File: config.mk
export PLATFORM = sky130hd
export DESIGN_NAME = seg_serial_tx_flat
export DESIGN_NICKNAME = d
export VERILOG_FILES = /design/src/rtl/seg_serial_tx_if.sv /design/src/rtl/seg_serial_tx.sv /design/src/flat_wrapper.sv
export SDC_FILE = /design/constraint.sdc
export NUM_CORES = 1
export LEC_CHECK = 0
export ABC_CLOCK_PERIOD_IN_PS = 2400
export BUFFER_PORTS_ARGS = -buffer_cell sky130_fd_sc_hd__buf_2
export CAP_MARGIN = 20
export CORE_ASPECT_RATIO = 0.9
export CORE_MARGIN = 5
export CORE_UTILIZATION = 57
export CTS_BUF_LIST = sky130_fd_sc_hd__clkbuf_4 sky130_fd_sc_hd__clkbuf_8 sky130_fd_sc_hd__clkbuf_16
export DETAILED_ROUTE_END_ITERATION = 7
export GPL_TIMING_DRIVEN = 1
export PLACE_DENSITY_LB_ADDON = 0.1
export SETUP_SLACK_MARGIN = 0.5
export SLEW_MARGIN = 20
export SYNTH_ARGS = -nofsm -noshare
export SYNTH_HDL_FRONTEND = slang
export SYNTH_SLANG_ARGS = --single-unit
File: constraint.sdc
create_clock -name clk -period 2.4 [get_ports clk]
set_input_delay 0.24 -clock clk [delete_from_list [all_inputs] [get_ports clk]]
set_output_delay 0.24 -clock clk [all_outputs]
set_load 0.1 [all_outputs]
File: src/rtl/seg_serial_tx_if.sv
// ----------------------------------------------------------------------------
// Module   : seg_serial_tx_if
// Purpose  : Request/status and board-side serial bundle for seg_serial_tx.
//            The master side drives start/hexs and observes everything else.
// Revision : 1.0  initial release
// ----------------------------------------------------------------------------
`default_nettype none

interface seg_serial_tx_if;
    logic        start;
    logic [31:0] hexs;
    logic        busy;
    logic        done;
    logic        seg_clk;
    logic        seg_sout;
    logic        seg_pen;
    logic        seg_clrn;

    modport master (
        output start, hexs,
        input  busy, done, seg_clk, seg_sout, seg_pen, seg_clrn
    );

    modport slave (
        input  start, hexs,
        output busy, done, seg_clk, seg_sout, seg_pen, seg_clrn
    );
endinterface

`default_nettype wire

File: src/rtl/seg_serial_tx.sv
// ----------------------------------------------------------------------------
// Module   : seg_serial_tx
// Purpose  : Serialises a 32-bit graphic-mode segment word into a board
//            shift-register chain (seg_clk/seg_sout), then strobes seg_pen
//            to latch it and pulses done.
// Revision : 1.0  initial release
// ----------------------------------------------------------------------------
`default_nettype none

module seg_serial_tx #(
    parameter int DIV = 2
) (
    input  wire logic       clk,
    input  wire logic       rstn,
    seg_serial_tx_if.slave  bus
);

    typedef enum logic [1:0] {
        S_IDLE  = 2'd0,
        S_SHIFT = 2'd1,
        S_LATCH = 2'd2,
        S_DONE  = 2'd3
    } state_t;

    localparam logic [7:0] C_DIV_M1 = 8'(DIV - 1);

    state_t      r_state;
    logic [31:0] r_shift;
    logic [4:0]  r_bit;
    logic [7:0]  r_phase;
    logic        r_busy;
    logic        r_done;
    logic        r_clk;
    logic        r_sout;
    logic        r_pen;
    logic        r_clrn;
    logic [31:0] w_frame;

    // Board wiring order: byte k of the frame gathers the segment bits of digit k.
    for (genvar k = 0; k < 4; k++) begin : g_byte
        assign w_frame[31-8*k -: 8] = {bus.hexs[24+2*k], bus.hexs[12+k],
                                       bus.hexs[5+2*k],  bus.hexs[17+2*k],
                                       bus.hexs[25+2*k], bus.hexs[16+2*k],
                                       bus.hexs[4+2*k],  bus.hexs[k]};
    end

    // Frame sequencer: seg_clk is its own half-period flag, phase counts DIV cycles.
    always_ff @(posedge clk or negedge rstn) begin
        if (!rstn) begin
            r_state <= S_IDLE;
            r_shift <= '0;
            r_bit   <= '0;
            r_phase <= '0;
            r_busy  <= 1'b0;
            r_done  <= 1'b0;
            r_clk   <= 1'b0;
            r_sout  <= 1'b0;
            r_pen   <= 1'b0;
            r_clrn  <= 1'b0;
        end else begin
            r_clrn <= 1'b1;
            case (r_state)
                S_IDLE: begin
                    r_sout <= 1'b0;
                    r_clk  <= 1'b0;
                    r_pen  <= 1'b0;
                    r_done <= 1'b0;
                    // r_clrn gates acceptance so the chain leaves clear first.
                    if (bus.start && r_clrn) begin
                        r_state <= S_SHIFT;
                        r_busy  <= 1'b1;
                        r_sout  <= w_frame[31];
                        r_shift <= {w_frame[30:0], 1'b0};
                        r_bit   <= '0;
                        r_phase <= '0;
                    end
                end
                S_SHIFT: begin
                    if (r_phase == C_DIV_M1) begin
                        r_phase <= '0;
                        if (!r_clk) begin
                            r_clk <= 1'b1;
                        end else begin
                            r_clk <= 1'b0;
                            if (r_bit == 5'd31) begin
                                r_state <= S_LATCH;
                                r_pen   <= 1'b1;
                                r_sout  <= 1'b0;
                                r_bit   <= '0;
                            end else begin
                                r_bit   <= r_bit + 5'd1;
                                r_sout  <= r_shift[31];
                                r_shift <= {r_shift[30:0], 1'b0};
                            end
                        end
                    end else begin
                        r_phase <= r_phase + 8'd1;
                    end
                end
                S_LATCH: begin
                    if (r_phase == C_DIV_M1) begin
                        r_phase <= '0;
                        r_state <= S_DONE;
                        r_pen   <= 1'b0;
                        r_busy  <= 1'b0;
                        r_done  <= 1'b1;
                    end else begin
                        r_phase <= r_phase + 8'd1;
                    end
                end
                S_DONE: begin
                    r_done  <= 1'b0;
                    r_state <= S_IDLE;
                end
                default: begin
                    r_state <= S_IDLE;
                end
            endcase
        end
    end

    assign bus.busy     = r_busy;
    assign bus.done     = r_done;
    assign bus.seg_clk  = r_clk;
    assign bus.seg_sout = r_sout;
    assign bus.seg_pen  = r_pen;
    assign bus.seg_clrn = r_clrn;

endmodule

`default_nettype wire
File: src/flat_wrapper.sv
// flat-port wrapper written by rule: the top's interface ports become plain ports
module seg_serial_tx_flat 
#(
    parameter int DIV = 2
)
  (clk, rstn, bus_start, bus_hexs, bus_busy, bus_done, bus_seg_clk, bus_seg_sout, bus_seg_pen, bus_seg_clrn);
  seg_serial_tx_if bus_i ();
  input  wire logic clk;
  input  wire logic rstn;
  input wire logic [$bits(bus_i.start)-1:0] bus_start;
  input wire logic [$bits(bus_i.hexs)-1:0] bus_hexs;
  output wire logic [$bits(bus_i.busy)-1:0] bus_busy;
  output wire logic [$bits(bus_i.done)-1:0] bus_done;
  output wire logic [$bits(bus_i.seg_clk)-1:0] bus_seg_clk;
  output wire logic [$bits(bus_i.seg_sout)-1:0] bus_seg_sout;
  output wire logic [$bits(bus_i.seg_pen)-1:0] bus_seg_pen;
  output wire logic [$bits(bus_i.seg_clrn)-1:0] bus_seg_clrn;
  assign bus_i.start = bus_start;
  assign bus_i.hexs = bus_hexs;
  assign bus_busy = bus_i.busy;
  assign bus_done = bus_i.done;
  assign bus_seg_clk = bus_i.seg_clk;
  assign bus_seg_sout = bus_i.seg_sout;
  assign bus_seg_pen = bus_i.seg_pen;
  assign bus_seg_clrn = bus_i.seg_clrn;
  seg_serial_tx #(.DIV(DIV)) u_core (.clk(clk), .rstn(rstn), .bus(bus_i));
endmodule
==> impl_metrics.toml, run 1 <==
[yosys]
yosysWarningCount = 0
yosysTopAreaCell = "dfrtp_1"
syn_area_um2 = 2890
synth_edf_count = 0
synth.area.top_cells = "dfrtp_1 (45%), mux2_4 (16%), mux2_2 (12%)"
synth_seq_area_share_pct = 45.1
syn_inst = 225
synth-async-reset-ratio_pct = 100
ys_types = 46
ys.flop_type = "dfrtp_1"
syn_area_per_cell_um2 = 12.8
synth_top_area_share_pct = 45.1
syn_nets = 268
ys_ff_latch = 52

[drt]
drc_errors = 0
vias_per_cell = 5.60
vias = 1976
ant_nets = 0
drt-pass1-iter-count = 4
drt_iter0_drc = 95
post_drt_wl_per_cell_um = 16.8
routed_wirelength_mm = 5.94

[floorplanning]
dieArea_um2 = 6590
ios = 41
die-height_um = 77.5
fp-row-count = 24
die_w_um = 85.0
coreArea_um2 = 4860
initial_core_util_pct = 59.3

[worst_setup_path]
critPathMaxStageDelay_ns = 0.41
rr_worst_depth = 9
cp_top_family = "simple AND/OR/NAND/NOR gates"
slowest_stage = "dfrtp_1"
crit_fanout = 7
r2r_slack_ns = 0.38
cp.required_ns = 2.61
r2r_start = "u_core.r_bit[1]"
arrival_ns = 2.23
crit_path_end_kind = "register"
worstReg2RegEnd = "u_core.r_shift[2]"
start_kind = "register"
worstSetupPathType = "register to register"
cp_cell_sequence = "ha_2 > and3_4 > ha_4 > nor2b_4 > a41oi_2 > nor2_4 > buf_6 > clkbuf_16 > mux2_4"
cp_num_buf_inv = 2

[power]
p_leak_uw = 0.00163
pwr-share-seq_pct = 58.8
switching_share_pct = 24.4
p_int_uw = 1160
power_density_nw_per_um2 = 436
p_switching_uw = 376
ir_worst_vdd_mv = 0.402
clock_power_share_pct = 34.6
pwr-share-comb_pct = 6.6

[run]
maxCapViolCount = 0

[grt]
grt_pass1_vias = 2004
track_usage_pct = 18.4
grt-ovfl-total = 0
antenna_found_initial = 0
grt_max_degree = 37
grt_pass1_wl_mm = 9.80

[sta]
period_share_pct = 84.1
post-route-min-period_ns = 2.02
setup_tns_ns = 0
hold_viol = 0
setup_viol = 0
fin_skew_ns = 0.00889
fmax_mhz = 496
grt_setup_unrepaired = "true"
finalMaxSlewViolations = 0

[final_layout]
layout_commonest_cell = "dfrtp_1"
layout_common_cells = "dfrtp_1 (50), buf_2 (40), mux2_2 (32)"
drive_gt1_share_pct = 52.8
nNetsFinal = 330
nFillCells = 347
n_antenna_cell = 0
postLayoutCoreUtil_pct = 72.5
synthToLayoutAreaGrowth_pct = 22.2

[clocking]
h-tree-depth = 2
cts_root_buffer = "clkbuf_8"
clk_latency_ns = 0.31
cts_buffers = 5
cts_buffer_depth = 2
clock_sinks = 52
path_clk_slew_ns = 0.11
cts_tree = "yes"

[placement]
hpwl_mm = 3.93
gp_congestion = 0.821
io_buffers = 40

[hold_path]
worstHoldEndpoint = "u_core.r_shift[1]"
min_delay_path_depth = 3
min_path_type = "input port to register"
hp-start = "bus_hexs[3]"

[outcome]
status = "completed"
## Yosys cell counts (all sizes together), types with 3 or more instances
| cell type | n |
|---|---|
| mux2 | 63 |
| dfrtp | 52 |
| o21ai | 13 |
| nor2 | 10 |
| nand3 | 9 |
| ha | 8 |
| nand2 | 8 |
| xnor2 | 6 |
| buf | 5 |
| inv | 5 |
| nor2b | 4 |
| nor4 | 4 |
| a21oi | 3 |
| a31oi | 3 |
| clkbuf | 3 |
| o2bb2ai | 3 |
## worst reg2reg max path, stage by stage (launching register included)
cell       delay (ns)
dfrtp_1          0.41
ha_2             0.18
and3_4           0.18
ha_4             0.16
nor2b_4          0.11
a41oi_2          0.13
nor2_4           0.16
buf_6            0.13
clkbuf_16        0.16
mux2_4           0.30
## final cells by class
type | count | area (µm²) | share of cell area (%)
Clock buffer | 5 | 68.8 | 1.95
Tap cell | 65 | 81.3 | 2.31
Sequential cell | 52 | 1300 | 37.0
Timing Repair Buffer | 63 | 453 | 12.8
Clock inverter | 3 | 26.3 | 0.745
Inverter | 5 | 18.8 | 0.532
Multi-Input combinational cell | 160 | 1580 | 44.7
## cells by family after synthesis
kind of cell	count (synthesis)	synth area share, %
compound gates	35	8.72
flops	52	45.1
other cells	1	0.130
fa+ha+maj	8	3.47
mux	63	28.5
xor+xnor	6	1.82
simple gates	47	9.76
buf+inv	13	2.51
## sequential cells by signal (all words and copies together) (netlist names)
register,count
u_core.r_shift,31
u_core.r_phase,8
u_core.r_bit,5
u_core.r_state,2
u_core.bus.busy,1
u_core.bus.done,1
u_core.bus.seg_clk,1
u_core.bus.seg_clrn,1
u_core.bus.seg_pen,1
u_core.bus.seg_sout,1
## through the flow
| step | hold slack [ns] | std cells | area (µm²) | power [µW] | worst slack [ns] |
|---|---|---|---|---|---|
| 4_1_cts | 0.172 | 352 | 3480 | 1550 | 0.360 |
| 3_3_place_gp | 0.187 | 330 | 3220 | 1020 | 0.315 |
| 6_report | 0.188 | 353 | 3530 | 1540 | 0.382 |
| 5_1_grt | 0.189 | 353 | 3530 | 1590 | 0.327 |
| 3_5_place_dp | 0.192 | 330 | 3220 | 1020 | 0.299 |
| 2_1_floorplan | -0.0556 | 225 | 2930 | 967 | 0.445 |
## how the worst max path moves through the flow
stage / from / end / slack (ns) / cells past startpoint
2_1_floorplan: u_core.r_bit[0] / u_core.r_shift[10] / 0.45 / 8
3_3_place_gp: u_core.r_bit[0] / u_core.r_shift[16] / 0.32 / 8
3_5_place_dp: u_core.r_bit[0] / u_core.r_shift[18] / 0.30 / 8
4_1_cts: u_core.r_bit[1] / u_core.r_shift[5] / 0.36 / 9
5_1_grt: u_core.r_bit[1] / u_core.r_shift[8] / 0.33 / 9
6_report: u_core.r_bit[1] / u_core.r_shift[2] / 0.38 / 9
## metal layers
metal,global-route usage (%),routed length (µm)
met2,29.6,2910
met5,0,0
met3,5.08,255
met4,3.96,40
met1,25.0,2730
## power groups by stage
stage | clock [µW] | combinational (µW) | sequential, µW
final | 532 | 102 | 904
after global routing | 573 | 113 | 906
after CTS | 543 | 105 | 903
after detailed placement | 0 | 103 | 920
after global placement | 0 | 100 | 919
after floorplan | 0 | 37.1 | 929
## timing repair
action                                 4_1_cts  5_1_grt
setup endpoints to repair                   36       34
pin swaps                                    4        3
hold buffers                                 1        0
cloned                                       2        1
setup buffers                               11        0
endpoints found under the hold margin       16        0
gates resized for setup                      6        3
Power figures use the tool's default switching activity.
==> inputs of run 2 (changes only) <==
--- a/config.mk
+++ b/config.mk
@@ -5,12 +5,13 @@
 export SDC_FILE = /design/constraint.sdc
 export NUM_CORES = 1
 export LEC_CHECK = 0
-export ABC_CLOCK_PERIOD_IN_PS = 2400
+export ABC_AREA = 1
+export ABC_CLOCK_PERIOD_IN_PS = 1700
 export BUFFER_PORTS_ARGS = -buffer_cell sky130_fd_sc_hd__buf_2
 export CAP_MARGIN = 20
 export CORE_ASPECT_RATIO = 0.9
 export CORE_MARGIN = 5
-export CORE_UTILIZATION = 57
+export CORE_UTILIZATION = 52
 export CTS_BUF_LIST = sky130_fd_sc_hd__clkbuf_4 sky130_fd_sc_hd__clkbuf_8 sky130_fd_sc_hd__clkbuf_16
 export DETAILED_ROUTE_END_ITERATION = 7
 export GPL_TIMING_DRIVEN = 1
==> constraint.sdc (replaced) <==
create_clock -name clk -period 1.7 [get_ports clk]
set_input_delay 0.17 -clock clk [delete_from_list [all_inputs] [get_ports clk]]
set_output_delay 0.17 -clock clk [all_outputs]
set_load 0.1 [all_outputs]
==> run 2 against run 1 <==
The flow now finishes with violations (negative setup slack). Register-to-register slack worse by 0.45 ns. Critical endpoint is now u_core.r_shift[5]. Die area is 9.9% higher. Synthesized cell count is 34% higher.
==> impl_metrics.toml, run 2 <==
[outcome]
status = "finished with violations"
violations = "negative setup slack"

[sta]
post-route-min-period_ns = 1.77
period_share_pct = 104
fin_skew_ns = 0.0133
setup_viol = 27
relSlewSlack_pct = 55.4
tightest_slew_ns = 0.669
finalMaxSlewViolations = 0
holdWs_ns = 0.139
fmax_mhz = 565
setup_tns_ns = -1.35
grt_setup_unrepaired = "true"
hold_viol = 0
fin_ws_ns = -0.0697

[worst_setup_path]
crit_path_start = "u_core.r_bit[1]"
start_kind = "register"
cp.required_ns = 1.91
crit_fanout = 6
crit_path_end_kind = "register"
worstSetupPathType = "register to register"
arrival_ns = 1.98
r2r_start = "u_core.r_bit[1]"

[drt]
ant_nets = 0
drc_errors = 0
vias_per_cell = 5.10
routed_wirelength_mm = 6.43
drt-pass1-iter-count = 4
drt_iter0_drc = 86
vias = 2310
post_drt_wl_per_cell_um = 14.2

[floorplanning]
ios = 41
dieArea_um2 = 7240
die_w_um = 89.1
fp-row-count = 26
initial_core_util_pct = 52.7
die-height_um = 81.2
coreArea_um2 = 5560

[yosys]
synth-async-reset-ratio_pct = 100
synth_seq_area_share_pct = 44.4
ys_ff_latch = 52
yosysMostFrequentCell = "dfrtp_1"
synth_top_area_share_pct = 44.4
ys_types = 29
synth_edf_count = 0
synth.area.top_cells = "dfrtp_1 (44%), mux2i_1 (10%), o21ai_2 (9.3%)"
syn_inst = 302
syn_area_per_cell_um2 = 9.70
syn_area_um2 = 2930
syn_nets = 345
yosysTopAreaCell = "dfrtp_1"
synthTopCellsByCount = "dfrtp_1 (52), nand2_1 (43), nand2_2 (34)"
yosysWarningCount = 0
ys.flop_type = "dfrtp_1"

[power]
ir_worst_vdd_mv = 1.13
power_density_nw_per_um2 = 2200
p_leak_uw = 0.00186
power_uw = 8770

[clocking]
clk_latency_ns = 0.31
clock_sinks = 52
cts_root_buffer = "clkbuf_8"
cts_buffers = 5
cts_buffer_depth = 2
cts_tree = "yes"
h-tree-depth = 2
path_clk_slew_ns = 0.11

[final_layout]
largest_reg_flops = 31
n_antenna_cell = 0
layout_common_cells = "dfrtp_1 (49), nand2_2 (37), nand2_1 (35)"
top_register = "u_core.r_shift"
largestRegisters = "u_core.r_shift x31, u_core.r_phase x8, u_core.r_bit x5"
nNetsFinal = 425
synthToLayoutAreaGrowth_pct = 36.4
drive_gt1_share_pct = 58.5
layout_commonest_cell = "dfrtp_1"
nFillCells = 414

[grt]
grt_max_degree = 42
grt_pass1_vias = 2220
antenna_found_initial = 0
grt_pass1_wl_mm = 10.3
track_usage_pct = 18.0
grt-ovfl-total = 0

[placement]
hpwl_mm = 4.10
gp_congestion = 0.791
io_buffers = 40

[hold_path]
hp-start = "bus_hexs[29]"
min_path_type = "input port to register"

[run]
maxCapViolCount = 0
==> run 2: repair_timing <==
| action | 4_1_cts | 5_1_grt |
|---|---|---|
| gates resized for setup | 51 | 25 |
| hold buffers | 1 | 0 |
| endpoints found under the setup margin | 57 | 52 |
| cloned | 0 | 1 |
| setup buffers | 16 | 11 |
| pin swaps | 22 | 19 |
| hold endpoints to repair | 25 | 0 |
==> run 2: layout make-up <==
cell class	count	area, µm²	area share, %
Tap cell	70	87.6	2.19
Inverter	25	101	2.54
Timing Repair Buffer	83	662	16.6
Clock buffer	5	68.8	1.72
Clock inverter	3	27.5	0.689
Multi-Input combinational cell	215	1740	43.5
Sequential cell	52	1310	32.8
==> run 2: where the power goes <==
group          switching [µW]  internal (µW)  leakage, µW
sequential                354           1750     0.000663
combinational            3270           2630      0.00115
clock                     460            303    0.0000463
==> run 2: final timing paths <==
path	to	slack (ns)	depth (start not counted)
setup / recovery	u_core.r_shift[5]	-0.07	10
hold / removal	u_core.r_shift[12]	0.14	3
setup reg to reg	u_core.r_shift[5]	-0.07	10
hold reg to reg	u_core.r_shift[2]	0.50	2
max in group asynchronous	u_core.r_shift[16]	0.68	3
min in group asynchronous	u_core.bus.seg_sout	0.41	2
==> run 2: per-layer routing <==
layer	wire, µm	GRT usage, %
met4	33	4.02
met2	3230	28.8
met3	240	3.45
met1	2920	25.3
met5	0	0
==> run 2: cells by family (layout without fill, tap and decap cells) <==
family | Yosys count | count (layout) | share of synthesized area [%]
fa+ha+maj | 8 | 8 | 3.42
flops | 52 | 52 | 44.4
mux | 30 | 30 | 10.3
simple gates | 120 | 120 | 21.5
xor+xnor | 1 | 1 | 0.299
buf+inv | 35 | 116 | 6.41
other cells | 1 | 1 | 0.128
compound gates | 55 | 55 | 13.6
==> run 2: worst max-delay path, stage by stage, from the launching register on <==
cell     delay, ns
dfrtp_1       0.42
ha_2          0.21
nand2_2       0.07
nor2_2        0.04
ha_2          0.20
a21oi_2       0.19
nand3_4       0.13
buf_4         0.17
buf_12        0.13
nand2_2       0.05
o21ai_2       0.05
==> run 2: stage by stage <==
| step | utilization, % | cell area (µm²) | std cells | worst slack, ns |
|---|---|---|---|---|
| floorplan | - | 3060 | 302 | 0.129 |
| global placement | 60.5 | 3370 | 416 | 0.0260 |
| detailed placement | 60.5 | 3370 | 416 | 0.0141 |
| CTS | 67.9 | 3780 | 441 | 0.000846 |
| global route | 71.8 | 3990 | 453 | -0.133 |
| finish | 71.8 | 3990 | 453 | -0.0697 |
